**src/rtl/database_reader_pkg.sv**
```systemverilog
`default_nettype none
// ============================================================================
// Module  : database_reader_pkg
// Purpose : Shared debug definitions for the snapshot database dumpers.
//           Holds the database control-select codes and the reader FSM
//           state encoding.
// Ports   : none (package)
// Rev     : 1.0  initial release
// ============================================================================
package database_reader_pkg;

    // Database control-select codes. Codes 12..15 make the database clear
    // itself, so a reader must never drive them.
    localparam logic [3:0] CTRL_HOLD       = 4'd0;
    localparam logic [3:0] CTRL_CAPTURE    = 4'd1;
    localparam logic [3:0] CTRL_FIRST_READ = 4'd2;
    localparam logic [3:0] CTRL_LAST_READ  = 4'd11;

    typedef enum logic [2:0] {
        IDLE    = 3'd0,
        CAPTURE = 3'd1,
        SELECT  = 3'd2,
        LOAD    = 3'd3,
        SEND    = 3'd4,
        WAIT_TX = 3'd5,
        DONE    = 3'd6
    } state_t;

endpackage
`default_nettype wire

```
**src/rtl/database_reader_if.sv**
```systemverilog
`default_nettype none
// ============================================================================
// Module  : database_reader_if
// Purpose : Bundles the reader's command, database and UART TX signals.
// Ports   : i_start    - one-cycle dump request
//           i_dato     - database read word
//           o_control  - database control select
//           o_tx_data  - byte to UART TX
//           o_tx_start - UART TX start pulse
//           i_tx_done  - UART TX byte-sent pulse
//           o_busy     - dump in progress
//           o_done     - dump-complete pulse
//           slave modport = reader side, master modport = environment side
// Rev     : 1.0  initial release
// ============================================================================
interface database_reader_if #(
    parameter int LONGITUD_INSTRUCCION = 32,
    parameter int CANT_BITS_CONTROL    = 4,
    parameter int BYTE_WIDTH           = 8
);
    logic                            i_start;
    logic [LONGITUD_INSTRUCCION-1:0] i_dato;
    logic [CANT_BITS_CONTROL-1:0]    o_control;
    logic [BYTE_WIDTH-1:0]           o_tx_data;
    logic                            o_tx_start;
    logic                            i_tx_done;
    logic                            o_busy;
    logic                            o_done;

    modport slave (
        input  i_start, i_dato, i_tx_done,
        output o_control, o_tx_data, o_tx_start, o_busy, o_done
    );

    modport master (
        output i_start, i_dato, i_tx_done,
        input  o_control, o_tx_data, o_tx_start, o_busy, o_done
    );
endinterface
`default_nettype wire

```
**src/rtl/database_word_serializer.sv**
```systemverilog
`default_nettype none
// ============================================================================
// Module  : database_word_serializer
// Purpose : Word-to-byte serializer for debug dumpers. Loads a word, presents
//           its most significant byte, and shifts one byte left per shift
//           request. Flags when the byte on display is the last of the word.
// Ports   : clk_i   - clock
//           rst_i   - synchronous active-high reset
//           load_i  - load word_i, byte count to 0
//           word_i  - word to serialize
//           shift_i - advance to next byte
//           byte_o  - current byte (registered MSB slice)
//           last_o  - current byte is the final byte of the word
// Rev     : 1.0  initial release
// ============================================================================
module database_word_serializer #(
    parameter int WORD_WIDTH = 32,
    parameter int BYTE_WIDTH = 8
) (
    input  wire logic                  clk_i,
    input  wire logic                  rst_i,
    input  wire logic                  load_i,
    input  wire logic [WORD_WIDTH-1:0] word_i,
    input  wire logic                  shift_i,
    output logic      [BYTE_WIDTH-1:0] byte_o,
    output logic                       last_o
);
    localparam int NBYTES = WORD_WIDTH / BYTE_WIDTH;
    localparam int CW     = (NBYTES > 1) ? $clog2(NBYTES) : 1;
    localparam logic [CW-1:0] LAST_IDX = CW'(NBYTES - 1);

    logic [WORD_WIDTH-1:0] shift_q, shift_d;
    logic [CW-1:0]         count_q, count_d;

    always_comb begin
        shift_d = shift_q;
        count_d = count_q;
        if (load_i) begin
            shift_d = word_i;
            count_d = '0;
        end else if (shift_i) begin
            // Zeros fill from the right, so the register is empty once the
            // whole word has been sent.
            shift_d = shift_q << BYTE_WIDTH;
            count_d = count_q + 1'b1;
        end
    end

    always_ff @(posedge clk_i) begin
        if (rst_i) begin
            shift_q <= '0;
            count_q <= '0;
        end else begin
            shift_q <= shift_d;
            count_q <= count_d;
        end
    end

    assign byte_o = shift_q[WORD_WIDTH-1 -: BYTE_WIDTH];
    assign last_o = (count_q == LAST_IDX);

endmodule
`default_nettype wire

```
**src/rtl/database_reader.sv**
```systemverilog
`default_nettype none
// ============================================================================
// Module  : database_reader
// Purpose : Reading end of the pipeline debug snapshot database. On i_start
//           it captures the snapshot (code 1), steps the select through
//           FIRST_SELECT..LAST_SELECT, and streams every returned word MSB
//           byte first to the debug UART transmitter.
// Ports   : i_clock - clock, rising edge
//           i_reset - synchronous active-high reset
//           bus     - database_reader_if.slave (start, database pair,
//                     UART TX handshake, busy/done status)
// Rev     : 1.0  initial release
// ============================================================================
module database_reader
    import database_reader_pkg::*;
#(
    parameter int LONGITUD_INSTRUCCION = 32,
    parameter int CANT_BITS_CONTROL    = 4,
    parameter int FIRST_SELECT         = 2,
    parameter int LAST_SELECT          = 11,
    parameter int BYTE_WIDTH           = 8
) (
    input  wire logic        i_clock,
    input  wire logic        i_reset,
    database_reader_if.slave bus
);
    localparam logic [CANT_BITS_CONTROL-1:0] SEL_FIRST = CANT_BITS_CONTROL'(FIRST_SELECT);
    localparam logic [CANT_BITS_CONTROL-1:0] SEL_LAST  = CANT_BITS_CONTROL'(LAST_SELECT);

    state_t                       state_q, state_d;
    logic [CANT_BITS_CONTROL-1:0] select_q, select_d;
    logic [CANT_BITS_CONTROL-1:0] control_q, control_d;
    logic                         tx_start_q, tx_start_d;
    logic                         busy_q, busy_d;
    logic                         done_q, done_d;

    logic                         ser_load;
    logic                         ser_shift;
    logic                         ser_last;
    logic [BYTE_WIDTH-1:0]        ser_byte;

    database_word_serializer #(
        .WORD_WIDTH (LONGITUD_INSTRUCCION),
        .BYTE_WIDTH (BYTE_WIDTH)
    ) u_serializer (
        .clk_i   (i_clock),
        .rst_i   (i_reset),
        .load_i  (ser_load),
        .word_i  (bus.i_dato),
        .shift_i (ser_shift),
        .byte_o  (ser_byte),
        .last_o  (ser_last)
    );

    always_comb begin
        state_d   = state_q;
        select_d  = select_q;
        ser_load  = 1'b0;
        ser_shift = 1'b0;
        case (state_q)
            IDLE:    if (bus.i_start) state_d = CAPTURE;
            CAPTURE: begin
                select_d = SEL_FIRST;
                state_d  = SELECT;
            end
            SELECT:  state_d = LOAD;
            LOAD: begin
                // The database registered the select one edge ago, so
                // i_dato holds the requested word now.
                ser_load = 1'b1;
                state_d  = SEND;
            end
            SEND:    state_d = WAIT_TX;
            WAIT_TX: begin
                if (bus.i_tx_done) begin
                    ser_shift = 1'b1;
                    if (!ser_last) begin
                        state_d = SEND;
                    end else if (select_q < SEL_LAST) begin
                        select_d = select_q + 1'b1;
                        state_d  = SELECT;
                    end else begin
                        state_d = DONE;
                    end
                end
            end
            DONE:    state_d = IDLE;
            default: state_d = IDLE;
        endcase

        // Outputs are decoded from the next state and registered, so each
        // one lines up with the state it belongs to.
        control_d = CANT_BITS_CONTROL'(CTRL_HOLD);
        case (state_d)
            CAPTURE: control_d = CANT_BITS_CONTROL'(CTRL_CAPTURE);
            SELECT:  control_d = select_d;
            default: control_d = CANT_BITS_CONTROL'(CTRL_HOLD);
        endcase
        tx_start_d = (state_d == SEND);
        busy_d     = (state_d != IDLE) && (state_d != DONE);
        done_d     = (state_d == DONE);
    end

    always_ff @(posedge i_clock) begin
        if (i_reset) begin
            state_q    <= IDLE;
            select_q   <= SEL_FIRST;
            control_q  <= '0;
            tx_start_q <= 1'b0;
            busy_q     <= 1'b0;
            done_q     <= 1'b0;
        end else begin
            state_q    <= state_d;
            select_q   <= select_d;
            control_q  <= control_d;
            tx_start_q <= tx_start_d;
            busy_q     <= busy_d;
            done_q     <= done_d;
        end
    end

    assign bus.o_control  = control_q;
    assign bus.o_tx_data  = ser_byte;
    assign bus.o_tx_start = tx_start_q;
    assign bus.o_busy     = busy_q;
    assign bus.o_done     = done_q;

endmodule
`default_nettype wire

```
**src/flat_wrapper.sv**
```systemverilog
// flat-port wrapper written by rule: the top's interface ports become plain ports
module database_reader_flat import database_reader_pkg::*;
#(
    parameter int LONGITUD_INSTRUCCION = 32,
    parameter int CANT_BITS_CONTROL    = 4,
    parameter int FIRST_SELECT         = 2,
    parameter int LAST_SELECT          = 11,
    parameter int BYTE_WIDTH           = 8
)
  (i_clock, i_reset, bus_i_start, bus_i_dato, bus_i_tx_done, bus_o_control, bus_o_tx_data, bus_o_tx_start, bus_o_busy, bus_o_done);
  database_reader_if #(.LONGITUD_INSTRUCCION(LONGITUD_INSTRUCCION), .CANT_BITS_CONTROL(CANT_BITS_CONTROL), .BYTE_WIDTH(BYTE_WIDTH)) bus_i ();
  input  wire logic i_clock;
  input  wire logic i_reset;
  input wire logic [$bits(bus_i.i_start)-1:0] bus_i_start;
  input wire logic [$bits(bus_i.i_dato)-1:0] bus_i_dato;
  input wire logic [$bits(bus_i.i_tx_done)-1:0] bus_i_tx_done;
  output wire logic [$bits(bus_i.o_control)-1:0] bus_o_control;
  output wire logic [$bits(bus_i.o_tx_data)-1:0] bus_o_tx_data;
  output wire logic [$bits(bus_i.o_tx_start)-1:0] bus_o_tx_start;
  output wire logic [$bits(bus_i.o_busy)-1:0] bus_o_busy;
  output wire logic [$bits(bus_i.o_done)-1:0] bus_o_done;
  assign bus_i.i_start = bus_i_start;
  assign bus_i.i_dato = bus_i_dato;
  assign bus_i.i_tx_done = bus_i_tx_done;
  assign bus_o_control = bus_i.o_control;
  assign bus_o_tx_data = bus_i.o_tx_data;
  assign bus_o_tx_start = bus_i.o_tx_start;
  assign bus_o_busy = bus_i.o_busy;
  assign bus_o_done = bus_i.o_done;
  database_reader #(.LONGITUD_INSTRUCCION(LONGITUD_INSTRUCCION), .CANT_BITS_CONTROL(CANT_BITS_CONTROL), .FIRST_SELECT(FIRST_SELECT), .LAST_SELECT(LAST_SELECT), .BYTE_WIDTH(BYTE_WIDTH)) u_core (.i_clock(i_clock), .i_reset(i_reset), .bus(bus_i));
endmodule
```
**config.mk**
```make
export PLATFORM = sky130hd
export DESIGN_NAME = database_reader_flat
export DESIGN_NICKNAME = d
export VERILOG_FILES = /design/src/rtl/database_reader_pkg.sv /design/src/rtl/database_reader_if.sv /design/src/rtl/database_word_serializer.sv /design/src/rtl/database_reader.sv /design/src/flat_wrapper.sv
export SDC_FILE = /design/constraint.sdc
export NUM_CORES = 1
export LEC_CHECK = 0
export BUFFER_PORTS_ARGS = -buffer_cell sky130_fd_sc_hd__buf_4
export CAP_MARGIN = 20
export CORE_ASPECT_RATIO = 0.9
export CORE_MARGIN = 10
export CORE_UTILIZATION = 53
export DETAILED_ROUTE_END_ITERATION = 6
export GPL_TIMING_DRIVEN = 0
export PLACE_DENSITY = 0.78
export SYNTH_ARGS = -nofsm -noshare
export SYNTH_HDL_FRONTEND = slang
export SYNTH_HIERARCHICAL = 1
export SYNTH_SLANG_ARGS = --single-unit
```
**constraint.sdc**
```tcl
create_clock -name i_clock -period 3.5 [get_ports i_clock]
set_clock_uncertainty 0.2 [all_clocks]
set_input_delay 0.35 -clock i_clock [delete_from_list [all_inputs] [get_ports i_clock]]
set_output_delay 0.35 -clock i_clock [all_outputs]
set_load 0.005 [all_outputs]
```
* Word level (Yosys, flattened, before mapping)
Cells that the tools add are included.
** Word-level totals
- Output and inout port bits :: 15
- Register bits :: 48
- Bits of input ports :: 36
- Word-level logic and storage cells :: 42
** Cells by class
- Eq/ne operators :: 11
- Multiplexer cells :: 15
- Reductions and logical operators :: 5
- $add $sub $neg :: 2
- $lt $le $gt $ge :: 1
** Operator list (count)
- 2-to-1 mux 32 bit :: 2
- case mux 3 bit (6 select lines) :: 1
- case mux 4 bit (2 select lines) :: 2
- equality test 3 bit (second input constant) :: 4
- 2-to-1 mux 3 bit :: 4
- 2-to-1 mux 4 bit :: 3
- equality test 3 x 2 -> 1 bit (second input constant) :: 3
- equality test 3 x 1 -> 1 bit (second input constant) :: 2
- adder 4 x 1 -> 4 bit (second input constant) :: 1
- < comparator 4 bit (second input constant) :: 1
- logical NOT 3 bit :: 1
- 2-to-1 mux 1 bit :: 3
- != test 3 bit (second input constant) :: 1
- nonzero test 3 bit :: 1
- adder 2 x 1 -> 2 bit (second input constant) :: 1
- equality test 2 bit (second input constant) :: 1
- nonzero test 2 bit :: 1
- OR reduction 2 bit :: 1
- logical AND 1 bit :: 1

* Depth between registers and ports, before layout
Gate-level depths: netlist of the first run.
- Depth after elaboration :: 7
- Mapped depth :: 8
- Mapped depth without buffers :: 5

* Cells and area by module
The synthesis of the first run kept the hierarchy.
** By module, submodules not included
- database_word_serializer :: area an instance 1574.0 um2, cells each 158, seq. area each 680.7 um2, times used 1
- database_reader :: area an instance 693.2 um2, cells each 77, seq. area each 280.3 um2, times used 1

* Worst setup path before layout of the first run
OpenSTA, ideal clock, no wires.
- Kind :: reg-to-reg
- Start point :: reg u_core.u_serializer.count_q[0]
- End point :: reg u_core.control_q[1], in the netlist u_core/bus.o_control[1]
- Period minus slack after synthesis :: 1.722 ns
- Arrival :: 1.391 ns
- Library setup time :: 0.131 ns
- Data required time :: 3.169 ns
- Path buffers :: 0
- Cell stages (with the launch flop) :: 6
- Setup slack :: 1.778 ns
- Cells stage by stage :: dfxtp_1 -> ha_1 -> and3_4 -> nand2_2 -> or4_4 -> nor3b_2
** Between the ends
- Word-level cells in the longest chain between the ends :: 6
- Elaborated cells on any way between the ends :: 10
- Classes of those cells :: eq/ne: 3; mux: 7
** Ends and longest elaborated chain
- start, declared :: RTL line database_word_serializer.sv:33 : logic [CW-1:0] count_q, count_d;
- start signal, assigned :: RTL line database_word_serializer.sv:55 : count_q <= count_d;
- equality test 2 bit (*) :: RTL line database_word_serializer.sv:60 : assign last_o = (count_q == LAST_IDX);
- net u_core.ser_last :: RTL line database_reader.sv:39 : logic ser_last;
- 2-to-1 mux 3 bit :: RTL line database_reader.sv:77 : if (!ser_last) begin
- 2-to-1 mux 3 bit :: RTL line database_reader.sv:75 : if (bus.i_tx_done) begin
- case mux 3 bit (6 select lines) :: RTL line database_reader.sv:60 : case (state_q)
- equality test 3 x 2 -> 1 bit or equality test 3 x 1 -> 1 bit (tied branches) :: RTL line database_reader.sv:94 : case (state_d)
- case mux 4 bit (2 select lines) (*) :: RTL line database_reader.sv:94
- end signal, assigned :: RTL line database_reader.sv:115 : control_q <= control_d;
- end, declared :: RTL line database_reader.sv:32 : logic [CANT_BITS_CONTROL-1:0] control_q, control_d;
The timed path passes the listed nets; every way through them passes the cells marked *.
A chain may end at the register's enable or synchronous reset.

* Worst setup path in the final report of the first run
- Start point :: reg u_core.state_q[0]
- End point :: reg u_core.u_serializer.shift_q[8]
** Between the ends
- Word-level cells in the longest chain between the ends :: 3
- Elaborated cells on any way between the ends :: 6
- Classes of those cells :: eq/ne: 2; mux: 3; reduce/logical: 1
** Ends and longest elaborated chain
- start, declared :: RTL line database_reader.sv:30 : state_t state_q, state_d;
- start signal, assigned :: RTL line database_reader.sv:113 : state_q <= state_d;
- equality test 3 x 2 -> 1 bit (*) :: RTL line database_reader.sv:60
- 2-to-1 mux 1 bit (*) :: RTL line database_reader.sv:60
- net u_core.ser_load :: RTL line database_reader.sv:37 : logic ser_load;
- 2-to-1 mux 32 bit or nonzero test 2 bit (tied branches)
- end signal, assigned :: RTL line database_word_serializer.sv:54 : shift_q <= shift_d;
- end, declared :: RTL line database_word_serializer.sv:32 : logic [WORD_WIDTH-1:0] shift_q, shift_d;
Marks and branches as above.

==> results of run 1 <==
power breakdown:
part | switching (mW) | internal (mW)
logic | 0.0843 | 0.0906
registers | 0.0113 | 0.574
clock network | 0.168 | 0.161
total | 0.264 | 0.825
layout make-up:
class | count | share of cell area
Sequential cell | 48 | 0.344
Inverter | 4 | 0.00538
Timing Repair Buffer | 50 | 0.134
Clock buffer | 8 | 0.0323
Multi-Input combinational cell | 157 | 0.405
Tap cell | 48 | 0.0215
Buffer | 26 | 0.0569
worst paths after layout:
| check | start | to | depth (start not counted) |
|---|---|---|---|
| min reg2reg | u_core/u_serializer/count_q[1] | u_core/u_serializer/count_q[1] | 2 |
| max | u_core/state_q[0] | u_core/u_serializer/shift_q[8] | 7 |
| min | i_reset | u_core/bus.o_control[2] | 2 |
| max reg2reg | u_core/state_q[0] | u_core/u_serializer/shift_q[8] | 7 |
worst max-delay path: stages, from the launching register on:
cell      delay, ns
dfxtp_1        0.30
buf_4          0.16
and2b_1        0.20
nand2_1        0.13
inv_1          0.15
inv_1          0.22
buf_1          0.44
a211oi_1       0.16
layer usage:
| layer | vias up | track usage | wire (um) |
|---|---|---|---|
| li1 | 938 | - | - |
| met1 | 841 | 0.194 | 2440 |
| met2 | 51 | 0.221 | 2430 |
| met3 | 7 | 0.0406 | 331 |
| met4 | 0 | 0.0556 | 73 |
| met5 | - | 0 | 0 |
flip-flops by register name, summed over array words and instances (netlist names):
register and count:
u_core/select_q 4, u_core/bus.o_done 1, u_core/state_q 3, u_core/u_serializer/count_q 2, u_core/u_serializer/shift_q 32, u_core/bus.o_busy 1, u_core/bus.o_control 4, u_core/bus.o_tx_start 1
cell families (layout without fill, tap and decap cells):
| group | Yosys count | count (layout) | share of synthesized area |
|---|---|---|---|
| AND/OR/NAND/NOR | 75 | 75 | 0.205 |
| multiplexers | 25 | 25 | 0.110 |
| XOR/XNOR | 3 | 3 | 0.0116 |
| AO/OA/AOI/OAI | 52 | 52 | 0.162 |
| buffers and inverters | 30 | 88 | 0.0767 |
| flip-flops | 48 | 48 | 0.424 |
| adder cells (fa/ha/maj) | 2 | 2 | 0.0110 |
layout by cell type, fill, tap and decap left out, drive strengths merged, types with 3 or more instances in the layout:
cell type	n
nand2	16
xnor2	3
nand3	3
clkbuf	15
nor3	4
o21ai	5
mux2i	25
nor2	7
buf	69
o21a	4
nor2b	26
a211oi	25
inv	4
or3b	8
a21oi	10
dfxtp	48
nor3b	3
==> impl_metrics.tcl, run 1 <==
set metrics [dict create \
    status "finished, final reports clean" \
    fin_hold_ws_ns 0.0673 \
    hold_buffers 0 \
    drc 0 \
    syn-cell-area_mm2 0.00227 \
    synth.distinct_cells 38 \
    drive_gt1_frac 0.283 \
    powerDensity_mw_per_mm2 390 \
    min-delay-path-class "in2reg" \
    yosysWarnings 6 \
    finalCriticalPeriod_ns 2.10 \
    placed_cells 333 \
    synth_most_common_cell "dfxtp_1" \
    async_reset_ff_frac 0 \
    hpwlAfterDp_um 3840 \
    design_area_mm2 0.00279 \
    h-tree-depth 2 \
    grt_pass1_vias 1785 \
    fin_crit_sh 0.600 \
    critPathKind "reg2reg" \
    fin_ws_ns 1.40 \
    grt_max_degree 14 \
    insertion_delay_ns 0.29 \
    total_power_mw 1.09 \
    rsz0062_at_grt "no" \
    io_buffers 50 \
    setup_viol 0 \
    synthTopCellsByCount "dfxtp_1, nor2b_1, a211oi_1, mux2i_1, nand2_1" \
    dieHeight_um 82.0 \
    synth_top_area_share 0.424 \
    antenna_found_initial 0 \
    maxCapViolCount 0 \
    ctsResizeCount 0 \
    vias 1837 \
    grt_use_total 0.146 \
    place_congestion 0.854 \
    numClockSinks 48 \
    wl_per_cell_um 15.4 \
    drt_iter0_drc 61 \
    cts_buffers 5 \
    fill_cells 361 \
    netlist_top_cells_area "dfxtp_1, mux2i_1, a211oi_1, nor2b_1, buf_4" \
    ys.flop_type "dfxtp_1" \
    tightest_slew_ns 0.524 \
    coreArea_mm2 0.00410 \
    synth_top_cell_by_area "dfxtp_1" \
    ys_seq_elements 48 \
    seqCellArea_um2 961 \
    dieArea_mm2 0.00730 \
    setup.worst_path.start_class "flop" \
    grt_first_pass_wirelength_um 8430 \
    die_w_um 88.9 \
    hold_violations 0 \
    nets 330 \
    syn_to_final_growth_pct 23.2 \
    multi_input_area_mm2 0.00113 \
    arrival_ns 2.05 \
    clk_path_buf_depth 2 \
    viasPerCell 5.39 \
    postSynthAreaPerCell_um2 9.65 \
    clk_pin_slew_ns 0.08 \
    io_pins 51 \
    post-place-ws_ns 1.42 \
    cts_tree "done" \
    first_pass_iters 4 \
    rows 22 \
    critPathRequiredTime_ns 3.45 \
    synthCells 235 \
    fmax_ghz 0.476 \
    slew_headroom 0.649 \
    ys_seq_area_frac 0.424 \
    diodes 0 \
    setup_tns_ns 0 \
    detailed_place.area_mm2 0.00270 \
    p_leak_nw 1.05 \
    endpoint_kind "flop" \
    final_cells 341 \
    postLayoutCoreUtil 0.681 \
    routed_wl_um 5270 \
    syn_nets 273 \
    peakVddDrop_mv 0.331 \
    cts_setup_buffers 0 \
    antenna_left 0 \
    gr-total-overflow 0 \
    clockRootBuffer "clkbuf_8" \
    crit_path_max_fanout 10 \
    slew_viol_final 0 \
    r2r_setup_slack_ns 1.40 \
    synth_enable_flop_cells 0 \
    floorplan.initialDensity 0.553 \
]
(Power assumes the default switching activity.)
==> inputs of run 2 (changes only) <==
- CORE_UTILIZATION: 53 -> 48
- PLACE_DENSITY: 0.78 -> 0.75
- clock period: 3.5 -> 1.9 ns (I/O delays scaled with it)
==> run 2 against run 1 <==
Against the previous run: count of clock-buffer cells in the layout down 2; worst setup slack worse by 1.4 ns; final cell count rose by 12%; critical path type unchanged; critical endpoint is now u_core/u_serializer/shift_q[4]; largest cell class unchanged.
==> impl_metrics.tcl, run 2 (synthesis gave the netlist of run 1 again) <==
set metrics [dict create \
    setup_viol 0 \
    postLayoutCoreUtil 0.690 \
    seqCellArea_um2 961 \
    path_cells "buf_4 > and2b_1 > nand2_2 > inv_4 > clkbuf_4 > or3b_1 > a21oi_2" \
    grt_use_total 0.147 \
    grt_pass1_vias 1961 \
    fmax_ghz 0.538 \
    clk_path_buf_depth 2 \
    first_pass_iters 4 \
    wl_per_cell_um 15.0 \
    mostFrequentLayoutCells "buf_4, dfxtp_1, dlygate4sd3_1, nor2b_1" \
    viasPerCell 5.21 \
    vias 1989 \
    arrival_ns 1.90 \
    cp_top_family "simple AND/OR/NAND/NOR gates" \
    coreArea_mm2 0.00452 \
    floorplan.initialDensity 0.502 \
    drt_iter0_drc 102 \
    slew_headroom 0.640 \
    fin_ws_ns 0.0411 \
    timing.rr.start "u_core/state_q[0]" \
    placed_cells 347 \
    antenna_found_initial 0 \
    clk_pin_slew_ns 0.09 \
    routed_wl_um 5750 \
    insertion_delay_ns 0.30 \
    slew_viol_final 0 \
    tightest_slew_ns 0.540 \
    clockRootBuffer "clkbuf_8" \
    final_common_cell "buf_4" \
    io_pins 51 \
    fin_crit_sh 0.978 \
    min-delay-path-class "in2reg" \
    crit_start "u_core/state_q[0]" \
    endpoint_kind "flop" \
    multi_input_area_mm2 0.00115 \
    detailed_place.area_mm2 0.00272 \
    dieArea_mm2 0.00788 \
    design_area_mm2 0.00312 \
    worstHoldStart "bus_i_dato[17]" \
    diodes 0 \
    finalCriticalPeriod_ns 1.86 \
    final_cells 382 \
    p_leak_nw 1.18 \
    grt_first_pass_wirelength_um 9540 \
    drc 0 \
    crit_path_max_fanout 10 \
    dieHeight_um 85.2 \
    crit_buf_inv 3 \
    fill_cells 353 \
    h-tree-depth 2 \
    numClockSinks 48 \
    io_buffers 50 \
    total_power_mw 2.09 \
    grt_max_degree 20 \
    cp_slowest_cell "or3b_1" \
    gr-total-overflow 0 \
    peakVddDrop_mv 0.455 \
    maxCapViolCount 0 \
    critPathKind "reg2reg" \
    post-place-ws_ns -0.181 \
    antenna_left 0 \
    hpwlAfterDp_um 3940 \
    syn_to_final_growth_pct 37.6 \
    hold_violations 0 \
    cts_buffers 5 \
    largest-register "u_core/u_serializer/shift_q" \
    cts_tree "done" \
    slowest_delay_ns 0.41 \
    status "finished, final reports clean" \
    largest_reg_flops 32 \
    powerDensity_mw_per_mm2 670 \
    nets 357 \
    drive_gt1_frac 0.297 \
    place_congestion 0.820 \
    rows 23 \
    die_w_um 92.4 \
    critPathRequiredTime_ns 1.94 \
    setup.worst_path.start_class "flop" \
]
run 2: cell count changes in the layout (fill, tap and decap cells not counted), moves of 2 or more:
cell	before	now
buf_1	2	0
clkinv_2	0	2
buf_2	4	2
buf_4	61	63
clkbuf_4	0	3
dlygate4sd3_1	0	26
clkbuf_1	9	5
run 2: worst register-to-register path, cell delays in order, from the launching register on:
cell      delay, ns
dfxtp_1        0.31
buf_4          0.17
and2b_1        0.21
nand2_2        0.11
inv_4          0.06
clkbuf_4       0.18
or3b_1         0.41
a21oi_2        0.16
run 2: metal layers:
| metal | vias up | wire length [um] | part of all wire | track usage |
|---|---|---|---|---|
| met4 | 0 | 78 | 0.014 | 0.0546 |
| met5 | - | 0 | 0 | 0 |
| met1 | 948 | 2710 | 0.47 | 0.185 |
| met2 | 44 | 2690 | 0.47 | 0.238 |
| met3 | 7 | 270 | 0.047 | 0.0343 |
| li1 | 990 | - | - | - |
run 2: power breakdown:
part	switching, mW	total (mW)	internal [mW]
sequential	0.0224	1.08	1.06
clock	0.339	0.630	0.291
combinational	0.171	0.381	0.210
run 2: final timing paths:
check	to	slack, ns	cells after the start
max	u_core/u_serializer/shift_q[4]	0.04	7
min	u_core/u_serializer/shift_q[17]	0.01	3
max reg2reg	u_core/u_serializer/shift_q[4]	0.04	7
min reg2reg	u_core/select_q[0]	0.33	2
run 2: final cells by class:
cell class / instances / share of cell area
buffer: 25 / 0.0554
clock inverter: 2 / 0.00321
inverter: 4 / 0.00562
sequential: 48 / 0.308
clock buffer: 6 / 0.0265
timing repair buffer: 78 / 0.209
multi-input combinational: 157 / 0.368
tap: 62 / 0.0249
run 2: what timing repair did:
action                                  4_1_cts  5_1_grt
hold buffers                                 26        0
endpoints found under the setup margin       34       29
endpoints found under the hold margin        27        0
buffers inserted                              0        2
resized for setup                             6       12
pin swaps                                     0        1
run 2: metrics by stage:
stage | hold WS [ns] | setup TNS (ns)
floorplan | 0.0683 | 0
global placement | 0.213 | -2.12
detailed placement | 0.212 | -3.15
CTS | 0.00476 | 0
global route | 0.00747 | -0.00526
finish | 0.0107 | 0
